File: config.mk
export PLATFORM = sky130hd
export DESIGN_NAME = adder_share_arbiter
export DESIGN_NICKNAME = d
export VERILOG_FILES = /design/src/rtl/adder_share_arbiter_pkg.sv /design/src/rtl/adder_slice.sv /design/src/rtl/adder_share_arbiter.sv
export SDC_FILE = /design/constraint.sdc
export NUM_CORES = 1
export LEC_CHECK = 0
export CORE_MARGIN = 8
export CORE_UTILIZATION = 46
export CTS_BUF_LIST = sky130_fd_sc_hd__clkbuf_2 sky130_fd_sc_hd__clkbuf_4 sky130_fd_sc_hd__clkbuf_8
export DETAILED_ROUTE_END_ITERATION = 10
export HOLD_SLACK_MARGIN = 0.06
export MAX_ROUTING_LAYER = met4
export PLACE_DENSITY_LB_ADDON = 0.08
export SLEW_MARGIN = 15
export SYNTH_ARGS = -nofsm -noshare
export SYNTH_HDL_FRONTEND = slang
export SYNTH_SLANG_ARGS = --single-unit
File: constraint.sdc
create_clock -name clk -period 9.5 [get_ports clk]
set_clock_uncertainty 0.1 [all_clocks]
set_input_delay 0.95 -clock clk [delete_from_list [all_inputs] [get_ports clk]]
set_output_delay 0.95 -clock clk [all_outputs]
set_load 0.02 [all_outputs]
File: src/rtl/adder_share_arbiter_pkg.sv
// Shared types and helpers for the shared-adder arbiter.
package adder_share_arbiter_pkg;

    // IDLE arbitrates round-robin; LOCKED keeps the grant with one requester
    // so its carry can chain into the next word.
    typedef enum logic {
        IDLE   = 1'b0,
        LOCKED = 1'b1
    } arb_state_t;

    // Ceiling log2, used to size requester indices.
    function automatic int clog2_f(input int n);
        int w;
        w = 0;
        for (int v = n - 1; v > 0; v = v >> 1) begin
            w++;
        end
        return w;
    endfunction

    // Low bit of requester idx's operand inside a flattened operand bus.
    function automatic int slice_lo(input int idx, input int width);
        return idx * width;
    endfunction

endpackage

File: src/rtl/adder_slice.sv
// Combinational WIDTH-bit adder with carry-in and carry-out.
module adder_slice #(
    parameter int WIDTH = 4
) (
    input  logic [WIDTH-1:0] i_a,
    input  logic [WIDTH-1:0] i_b,
    input  logic             i_cin,
    output logic [WIDTH-1:0] o_sum,
    output logic             o_cout
);

    // One extra bit keeps the carry-out; no saturation.
    logic [WIDTH:0] w_full;

    assign w_full          = {1'b0, i_a} + {1'b0, i_b} + {{WIDTH{1'b0}}, i_cin};
    assign {o_cout, o_sum} = w_full;

endmodule

File: src/rtl/adder_share_arbiter.sv
// Shares one adder among NUM_REQ requesters: round-robin grant, registered
// tagged result with backpressure, and per-requester lock for carry chaining.
module adder_share_arbiter
    import adder_share_arbiter_pkg::*;
#(
    parameter int WIDTH          = 4,
    parameter int NUM_REQ        = 4,
    parameter int ID_W           = clog2_f(NUM_REQ),
    parameter int USE_FULL_ADDER = 1
) (
    input  logic                     clk,
    input  logic                     rst,
    input  logic [NUM_REQ-1:0]       req,
    input  logic [NUM_REQ-1:0]       lock,
    input  logic [NUM_REQ*WIDTH-1:0] a_flat,
    input  logic [NUM_REQ*WIDTH-1:0] b_flat,
    input  logic [NUM_REQ-1:0]       cin,
    output logic [NUM_REQ-1:0]       gnt,
    output logic                     rsp_valid,
    input  logic                     rsp_ready,
    output logic [WIDTH-1:0]         rsp_sum,
    output logic                     rsp_cout,
    output logic [ID_W-1:0]          rsp_id
);

    // Arbitration state
    arb_state_t        r_state;
    arb_state_t        w_state_nxt;
    logic [ID_W-1:0]   r_ptr;
    logic [ID_W-1:0]   w_ptr_nxt;
    logic [ID_W-1:0]   r_lock_id;
    logic [ID_W-1:0]   w_lock_id_nxt;
    logic              r_carry;

    // Result register
    logic              r_valid;
    logic [WIDTH-1:0]  r_sum;
    logic              r_cout;
    logic [ID_W-1:0]   r_id;

    // Grant and datapath
    logic              w_issue_ok;
    logic [NUM_REQ-1:0] w_gnt;
    logic              w_any_gnt;
    logic [ID_W-1:0]   w_sel;
    logic [ID_W-1:0]   w_cand;
    logic [WIDTH-1:0]  w_a;
    logic [WIDTH-1:0]  w_b;
    logic              w_cin_sel;
    logic              w_cin_eff;
    logic [WIDTH-1:0]  w_sum;
    logic              w_cout;

    // Successor of a requester index, wrapping at NUM_REQ.
    function automatic logic [ID_W-1:0] next_idx(input logic [ID_W-1:0] x);
        return ID_W'((int'(x) + 1) % NUM_REQ);
    endfunction

    // A new result may be issued when the register is empty or being drained.
    assign w_issue_ok = !r_valid || rsp_ready;
    assign w_any_gnt  = |w_gnt;

    // Grant selection: lock owner only while LOCKED, else first request from the pointer.
    always_comb begin
        // NOTE: every signal gets a default before any branch so no latch is inferred.
        w_gnt  = '0;
        w_sel  = '0;
        w_cand = '0;
        if (!rst && w_issue_ok) begin
            if (r_state == LOCKED) begin
                if (req[r_lock_id]) begin
                    w_gnt[r_lock_id] = 1'b1;
                    w_sel            = r_lock_id;
                end
            end else begin
                // Scan farthest offset first so the nearest request from the pointer wins.
                for (int k = NUM_REQ - 1; k >= 0; k--) begin
                    w_cand = ID_W'((int'(r_ptr) + k) % NUM_REQ);
                    if (req[w_cand]) begin
                        w_sel = w_cand;
                    end
                end
                if (|req) begin
                    w_gnt[w_sel] = 1'b1;
                end
            end
        end
    end

    // Steer the granted requester's operands and carry-in to the shared adder.
    always_comb begin
        w_a       = '0;
        w_b       = '0;
        w_cin_sel = 1'b0;
        for (int i = 0; i < NUM_REQ; i++) begin
            if (w_sel == ID_W'(i)) begin
                w_a       = a_flat[slice_lo(i, WIDTH) +: WIDTH];
                w_b       = b_flat[slice_lo(i, WIDTH) +: WIDTH];
                w_cin_sel = cin[i];
            end
        end
        if (USE_FULL_ADDER != 0) begin
            w_cin_eff = (r_state == LOCKED) ? r_carry : w_cin_sel;
        end else begin
            w_cin_eff = 1'b0;
        end
    end

    adder_slice #(
        .WIDTH (WIDTH)
    ) u_adder_slice (
        .i_a    (w_a),
        .i_b    (w_b),
        .i_cin  (w_cin_eff),
        .o_sum  (w_sum),
        .o_cout (w_cout)
    );

    // Next-state logic: enter/leave LOCKED on accepted words, advance pointer only on unlocked grants.
    always_comb begin
        w_state_nxt   = r_state;
        w_ptr_nxt     = r_ptr;
        w_lock_id_nxt = r_lock_id;
        if (w_any_gnt) begin
            case (r_state)
                IDLE: begin
                    if (lock[w_sel]) begin
                        w_state_nxt   = LOCKED;
                        w_lock_id_nxt = w_sel;
                    end else begin
                        w_ptr_nxt = next_idx(w_sel);
                    end
                end
                LOCKED: begin
                    if (!lock[r_lock_id]) begin
                        w_state_nxt = IDLE;
                        w_ptr_nxt   = next_idx(r_lock_id);
                    end
                end
                default: w_state_nxt = IDLE;
            endcase
        end
    end

    // State, pointer and lock owner registers.
    always_ff @(posedge clk) begin
        // NOTE: sequential state uses non-blocking assignments so all registers update together.
        if (rst) begin
            r_state   <= IDLE;
            r_ptr     <= '0;
            r_lock_id <= '0;
        end else begin
            r_state   <= w_state_nxt;
            r_ptr     <= w_ptr_nxt;
            r_lock_id <= w_lock_id_nxt;
        end
    end

    // Result register and chained carry: load on grant, clear valid when drained with nothing new.
    always_ff @(posedge clk) begin
        if (rst) begin
            r_valid <= 1'b0;
            r_sum   <= '0;
            r_cout  <= 1'b0;
            r_id    <= '0;
            r_carry <= 1'b0;
        end else if (w_any_gnt) begin
            r_valid <= 1'b1;
            r_sum   <= w_sum;
            r_cout  <= w_cout;
            r_id    <= w_sel;
            r_carry <= w_cout;
        end else if (rsp_ready) begin
            r_valid <= 1'b0;
        end
    end

    assign gnt       = w_gnt;
    assign rsp_valid = r_valid;
    assign rsp_sum   = r_sum;
    assign rsp_cout  = r_cout;
    assign rsp_id    = r_id;

endmodule
==> impl_metrics.csv, run 1 <==
group,metric,value,unit
cells_and_area,syn_to_final_growth,46.3,%
placed_design,dp_hpwl,3140,um
cells_and_area,final_nets,274,
yosys,register_bit_total_from_synthesis,13,
cells_and_area,stdcell_count,252,
timing,slew_headroom,42.9,%
cells_and_area,multi_input_area,937,um^2
route,avgRoutedWirePerCell,15.5,um
power,cellPowerDensity,226,nW/um^2
route,detail_route.iter0.violations,150,
power,vdd_ir_drop_max,222,uV
global_routing,overflow,0,
route,viasPerCell,5.62,
timing,worst_hold_slack,0.385,ns
global_routing,grtUsageTotal,17.5,%
route,dr_total_vias,1417,
critical_path,crit_path_start_kind,"input pin",
timing,final_min_period_over_clock_period,52.0,%
floorplan,die_area,4710,um^2
clock_tree,tritoncts,"built",
global_routing,grt_antenna_before_repair,0,
yosys,cells_taking_the_most_area_after_synthesis,"sky130_fd_sc_hd__dfxtp_1 20%, sky130_fd_sc_hd__nand2_1 13%, sky130_fd_sc_hd__mux2i_1 10%, sky130_fd_sc_hd__nor2_1 5.0%, sky130_fd_sc_hd__fa_1 3.1%",
yosys,synth-warning-count,0,
placed_design,placed_area,1840,um^2
yosys,synth_seq_area_share,20.4,%
timing,maxSlewViolCount,0,
power,power.switching,0.000191,W
yosys,synth-edff-count,0,
clock_tree,cts-buffers-inserted,3,
critical_path,worstPathRequired,8.45,ns
cells_and_area,ff_latch_area,260,um^2
global_routing,vias_in_the_first_global_route,1464,
critical_path,critical-path-max-stage-delay,0.65,ns
critical_path,critPathCaptureType,"output pin",
critical_path,worst_ep_arrival_time,3.89,ns
floorplan,floorplan.die.height,68.6,um
placed_design,buffer_ports.inserted,58,
global_routing,grt_pass1_wl,6330,um
power,power.clock.fraction,8.8,%
timing,final.setup.tns,0,ns
timing,total_setup_violations_reported_at_the_end_of_the_flow,0,
yosys,synthArstFlopShare,0,%
floorplan,floorplan.io_pins,59,
route,detail_route.drc_violations,0,
yosys,synth_nets,221,
cells_and_area,antenna_cells,0,
clock_tree,cts.hold.buffers_added,0,
critical_path,critical_path_class,"input pin to output pin",
clock_tree,clkSlewWorstSetupHoldPaths,0.08,ns
timing,finalHoldViolations,0,
yosys,synthFlopType,"sky130_fd_sc_hd__dfxtp_1",
critical_path,critical_path.n_buffers_inverters,3,
timing,fmax,0.202,GHz
critical_path,crit_path_cell_trace,"clkdlybuf4s50_1, nor2b_2, nor4b_2, o31a_1, inv_1, nor2_1, clkdlybuf4s50_1",
route,detail-route-antenna-nets,0,
timing,period_needed,4.94,ns
power,p_sw_share,45.3,%
yosys,synth.top_cell.area_share,20.4,%
floorplan,placement_rows,19,
yosys,mappedNetlistArea,1270,um^2
global_routing,grt_start_max_net_pins,24,
cells_and_area,finalCoreUtilization,69.4,%
floorplan,placeableCoreArea,2690,um^2
power,power_frac_seq,22.4,%
placed_design,routabilityCongestion,0.852,
power,p_int,0.000230,W
yosys,synthesis.instances,169,
yosys,synth.distinct_cells,41,
critical_path,standard_cell_with_the_maximum_stage_delay_on_the_critical_path,"sky130_fd_sc_hd__o31a_1",
clock_tree,max-clock-path-buffers,2,
timing,tightest_slew,0.855,ns
clock_tree,cts_resized,0,
yosys,yosys.area.top_type,"sky130_fd_sc_hd__dfxtp_1",
route,finalWirelength,3910,um
floorplan,horiz_die_dim,68.6,um
run_status,outcome,"finished clean",
clock_tree,worstSkewPairLatency,0.27,ns
power,power.leakage,0.767,nW
cells_and_area,layout-drive-gt1-share,5.43,%
clock_tree,htree_num_levels,1,
min_path,worstHoldPathType,"flip-flop to flip-flop",
clock_tree,cts_post_setup_buffers_inserted,0,
critical_path,cp_max_fo,19,
cells_and_area,final_std_cell_area_no_fill,1870,um^2
floorplan,floorplan.initialDensity,47.5,%
yosys,synthesis.area_per_instance,7.54,um^2
placed_design,number_of_placed_cells_counting_well_taps,248,
critical_path,timing.critical_path.mode_cell,"sky130_fd_sc_hd__clkdlybuf4s50_1",
power,power_frac_comb,68.8,%
cells_and_area,nFillCells,238,
critical_path,cp_top_family,"buffers and inverters",
route,drt_pre_antenna_iters,4,
job,count_of_max_cap_constraint_violations,0,
clock_tree,clock_tree.root_cell,"sky130_fd_sc_hd__clkbuf_4",
timing,grt_setup_unrepaired,"false",
clock_tree,tritoncts_num_sinks,13,
-- state kept, by name, indices dropped and copies added, names as in the netlist --
signal and flops:
r_state 1, r_ptr 2, rsp_id 2, r_lock_id 2, rsp_sum 4, rsp_valid 1
rsp_cout 1
-- worst register-to-register path, stage by stage, from the launching register on --
cell,delay [ns]
sky130_fd_sc_hd__dfxtp_1,0.50
sky130_fd_sc_hd__mux2i_1,0.15
sky130_fd_sc_hd__a311oi_2,0.35
sky130_fd_sc_hd__nand3_1,0.66
sky130_fd_sc_hd__mux2i_1,0.37
sky130_fd_sc_hd__mux2i_1,0.11
sky130_fd_sc_hd__mux2i_1,0.20
sky130_fd_sc_hd__fa_1,0.20
sky130_fd_sc_hd__inv_1,0.07
sky130_fd_sc_hd__fa_1,0.41
sky130_fd_sc_hd__a21o_1,0.20
sky130_fd_sc_hd__a211oi_1,0.21
sky130_fd_sc_hd__nor3_1,0.06
-- per-stage QoR --
| step | worst slack (ns) | total power (W) |
|---|---|---|
| finish | 4.56 | 0.000421 |
| global route | 4.37 | 0.000457 |
| CTS | 4.57 | 0.000424 |
| detailed placement | 4.59 | 0.000384 |
| global placement | 4.69 | 0.000379 |
| floorplan | 5.83 | 0.000298 |
-- synthesized netlist by cell type (3+ instances only) --
master / count
sky130_fd_sc_hd__a21oi_1: 4
sky130_fd_sc_hd__ha_1: 3
sky130_fd_sc_hd__nor2b_1: 3
sky130_fd_sc_hd__inv_1: 5
sky130_fd_sc_hd__mux2i_1: 13
sky130_fd_sc_hd__dfxtp_1: 13
sky130_fd_sc_hd__and3_1: 6
sky130_fd_sc_hd__a31oi_1: 6
sky130_fd_sc_hd__o21ai_0: 6
sky130_fd_sc_hd__nand3_1: 3
sky130_fd_sc_hd__a211oi_1: 3
sky130_fd_sc_hd__clkbuf_1: 3
sky130_fd_sc_hd__buf_2: 4
sky130_fd_sc_hd__nand2_1: 44
sky130_fd_sc_hd__xnor2_1: 3
sky130_fd_sc_hd__nor2_1: 17
-- power by group through the flow --
stage | registers (W) | logic (W) | clock network (W)
after floorplan | 0.000102 | 0.000196 | 0
after global placement | 0.0000949 | 0.000284 | 0
after detailed placement | 0.0000955 | 0.000289 | 0
after CTS | 0.0000942 | 0.000292 | 0.0000380
after global routing | 0.0000980 | 0.000316 | 0.0000422
final | 0.0000945 | 0.000290 | 0.0000371
-- per-layer routing --
metal,track usage [%],routed length (um)
met5,-,0
met4,4.60,28
met3,3.07,248
met2,32.6,2030
met1,18.5,1610
-- area by class of cell --
type | instances | area share, %
multi-input combinational | 141 | 50.2
timing repair buffer | 58 | 31.1
sequential | 13 | 14.0
tap | 31 | 2.08
clock buffer | 4 | 1.61
inverter | 5 | 1.01
-- placed cells by master, fill, tap and decap left out, drive strengths merged, types with 2 or more instances in the layout --
master / n
o21ai: 6
mux2i: 13
clkbuf: 4
fa: 2
a211oi: 4
a21oi: 4
nor4b: 2
nor2: 17
and3: 7
ha: 3
nand2: 44
inv: 5
a31oi: 6
nand2b: 2
nor2b: 5
a2111o: 2
xnor2: 3
clkdlybuf4s50: 58
dfxtp: 13
nor3: 2
nand3: 3
a21o: 2
o31a: 2
-- final timing paths --
| path | startpoint | slack, ns | end | cells after the start |
|---|---|---|---|---|
| worst max-delay path | req[0] | 4.56 | gnt[3] | 7 |
| worst min-delay path | rsp_id[1] | 0.39 | rsp_id[1] | 2 |
| worst max register to register | r_lock_id[0] | 5.78 | rsp_cout | 12 |
| worst min register to register | rsp_id[1] | 0.39 | rsp_id[1] | 2 |
-- cells by family (layout without fill, tap and decap cells) --
family,after synthesis,after routing,share of synthesized area (%)
buffers and inverters,15,67,6.08
muxes,14,14,12.3
adders and majority gates,5,5,6.08
AOI/OAI and AO/OA,34,34,22.1
DFF,13,13,20.4
and+or+nand+nor,84,84,30.3
xor gates and xnor gates,4,4,2.75
Note: power is estimated with default switching activity, not from simulation.
==> inputs of run 2 (changes only) <==
- CORE_UTILIZATION: 46 -> 43
- clock period: 9.5 -> 4.6 ns (I/O delays scaled with it)
==> run 2 against run 1 <==
Routed wire length grew 5.0%. Non-clock buffer count grew 3. Critical path depth grew 7. Clock power grew 110%. Cell area grew 1.2%. Sequential power grew 110%. Worst setup slack lost 3.6 ns. Sequential share of layout area shrank 0.17 points. Sequential cell count is the same. Worst hold slack lost 0.0019 ns. Register-to-register slack lost 4.6 ns. Critical path type is now input pin to flip-flop. Critical endpoint is now rsp_cout. Highest routed layer unchanged.
==> impl_metrics.csv, run 2 (synthesis results as in run 1) <==
group,metric,value,unit
run_status,outcome,"finished clean",
timing,total_setup_violations_reported_at_the_end_of_the_flow,0,
critical_path,cp_max_fo,12,
critical_path,critical_path_class,"input pin to flip-flop",
critical_path,worstPathRequired,4.68,ns
floorplan,floorplan.io_pins,59,
cells_and_area,syn_to_final_growth,48.1,%
route,viasPerCell,5.55,
timing,period_needed,3.68,ns
route,detail_route.wirelength.met1,1620,um
route,met2WireLength,2250,um
cells_and_area,layout-drive-gt1-share,6.70,%
cells_and_area,layout.cells.most_common,"sky130_fd_sc_hd__clkdlybuf4s50_1",
floorplan,placeableCoreArea,2780,um^2
clock_tree,htree_num_levels,1,
timing,setup_slack,0.916,ns
route,dr_total_vias,1415,
cells_and_area,nFillCells,241,
route,detail_route.drc_violations,0,
clock_tree,cts-buffers-inserted,3,
critical_path,critical-path-max-stage-delay,0.50,ns
floorplan,die_area,4960,um^2
global_routing,grtUsageTotal,16.8,%
min_path,worst_hold_startpoint,"rsp_id[1]",
cells_and_area,layout_common_cells,"58 x sky130_fd_sc_hd__clkdlybuf4s50_1, 44 x sky130_fd_sc_hd__nand2_1, 17 x sky130_fd_sc_hd__nor2_1, 13 x sky130_fd_sc_hd__mux2i_1, 13 x sky130_fd_sc_hd__dfxtp_1",
global_routing,vias_in_the_first_global_route,1491,
route,routed.top_layer,"met4",
global_routing,grt_antenna_before_repair,0,
cells_and_area,antenna_cells,0,
clock_tree,worstSkewPairLatency,0.28,ns
clock_tree,tritoncts_num_sinks,13,
job,count_of_max_cap_constraint_violations,0,
route,detail_route.iter0.violations,80,
critical_path,standard_cell_with_the_maximum_stage_delay_on_the_critical_path,"sky130_fd_sc_hd__clkdlybuf4s50_1",
clock_tree,max-clock-path-buffers,2,
route,wl_met3,194,um
critical_path,crit_path_start_kind,"input pin",
power,power.leakage,0.781,nW
floorplan,horiz_die_dim,70.5,um
timing,tightest_slew,0.547,ns
critical_path,cp_top_family,"compound AO/OA/AOI/OAI gates",
clock_tree,cts_post_setup_buffers_inserted,0,
power,cellPowerDensity,465,nW/um^2
placed_design,post-place-ws,0.625,ns
route,detail-route-antenna-nets,0,
timing,slew_headroom,63.3,%
clock_tree,clkSlewWorstSetupHoldPaths,0.08,ns
clock_tree,clock_tree.root_cell,"sky130_fd_sc_hd__clkbuf_4",
critical_path,critPathCaptureType,"flip-flop",
clock_tree,tritoncts,"built",
placed_design,buffer_ports.inserted,58,
critical_path,worst_ep_arrival_time,3.76,ns
floorplan,floorplan.die.height,70.5,um
timing,fmax,0.271,GHz
timing,final.setup.tns,0,ns
global_routing,grt_pass1_wl,6830,um
clock_tree,cts_resized,0,
floorplan,floorplan.initialDensity,45.8,%
route,finalWirelength,4110,um
cells_and_area,final_nets,277,
placed_design,routabilityCongestion,1.03,
cells_and_area,final_std_cell_area_no_fill,1890,um^2
route,drt_pre_antenna_iters,4,
timing,grt_setup_unrepaired,"false",
global_routing,overflow,0,
cells_and_area,largest_reg_flops,4,
route,avgRoutedWirePerCell,16.1,um
critical_path,crit_path_cell_trace,"clkdlybuf4s50_1, nor2b_2, o311ai_1, nand3_1, buf_4, nand2_1, nand3_1, o21ai_0, fa_1, inv_1, fa_1, a21o_1, a211oi_1, nor3_1",
clock_tree,cts.hold.buffers_added,0,
critical_path,reg2reg_from,"r_lock_id[0]",
critical_path,origin_of_the_worst_setup_path,"req[0]",
power,vdd_ir_drop_max,472,uV
cells_and_area,finalCoreUtilization,67.9,%
timing,finalHoldViolations,0,
critical_path,critical_path.n_buffers_inverters,3,
placed_design,dp_hpwl,3380,um
min_path,worstHoldPathType,"flip-flop to flip-flop",
placed_design,placed_area,1860,um^2
timing,maxSlewViolCount,0,
floorplan,placement_rows,19,
global_routing,grt_start_max_net_pins,23,
timing,final_min_period_over_clock_period,80.1,%
[run 2: changes by cell type in the layout (fill, tap and decap cells not counted), sizes merged]
cell,change
buf,+3
[run 2: worst reg2reg max path: stages, from the launching register on]
cell                       delay [ns]
sky130_fd_sc_hd__dfxtp_1         0.47
sky130_fd_sc_hd__mux2i_1         0.13
sky130_fd_sc_hd__a311oi_2        0.39
sky130_fd_sc_hd__nand3_1         0.42
sky130_fd_sc_hd__buf_4           0.33
sky130_fd_sc_hd__nand2_1         0.08
sky130_fd_sc_hd__nand3_1         0.08
sky130_fd_sc_hd__o21ai_0         0.12
sky130_fd_sc_hd__fa_1            0.21
sky130_fd_sc_hd__inv_1           0.06
sky130_fd_sc_hd__fa_1            0.40
sky130_fd_sc_hd__a21o_1          0.21
sky130_fd_sc_hd__a211oi_1        0.22
sky130_fd_sc_hd__nor3_1          0.07
[run 2: final cells by class]
type	instances	area, um^2	area share, %
Clock buffer	4	30.0	1.59
Tap cell	31	38.8	2.05
Multi-Input combinational cell	141	937	49.6
Inverter	5	18.8	0.994
Sequential cell	13	260	13.8
Timing Repair Buffer	61	603	31.9
[run 2: metrics by stage]
stage                     std cells  hold WS (ns)  total power, W
after floorplan                 169         0.381        0.000614
after global placement          251         0.378        0.000786
after detailed placement        251         0.373        0.000800
after CTS                       255         0.390        0.000880
after global routing            255         0.405        0.000953
final                           255         0.384        0.000877
[run 2: routing by layer]
metal,up-vias,global-route usage (%)
met2,50,31.3
met3,8,4.66
met4,0,3.35
li1,708,-
met1,649,16.9
met5,-,-
[run 2: report_power, final]
group | switching [W] | leakage (nW) | internal (W)
registers | 0.0000423 | 0.107 | 0.000153
logic | 0.000317 | 0.656 | 0.000286
clock network | 0.0000388 | 0.0184 | 0.0000396
total | 0.000398 | 0.781 | 0.000479
[run 2: path summary, 6_finish.rpt]
kind                                   to  slack [ns]  cells past startpoint
worst min register to register  rsp_id[1]        0.38                      2
worst max-delay path             rsp_cout        0.92                     14
worst max register to register   rsp_cout        1.20                     13
worst min-delay path            rsp_id[1]        0.38                      2
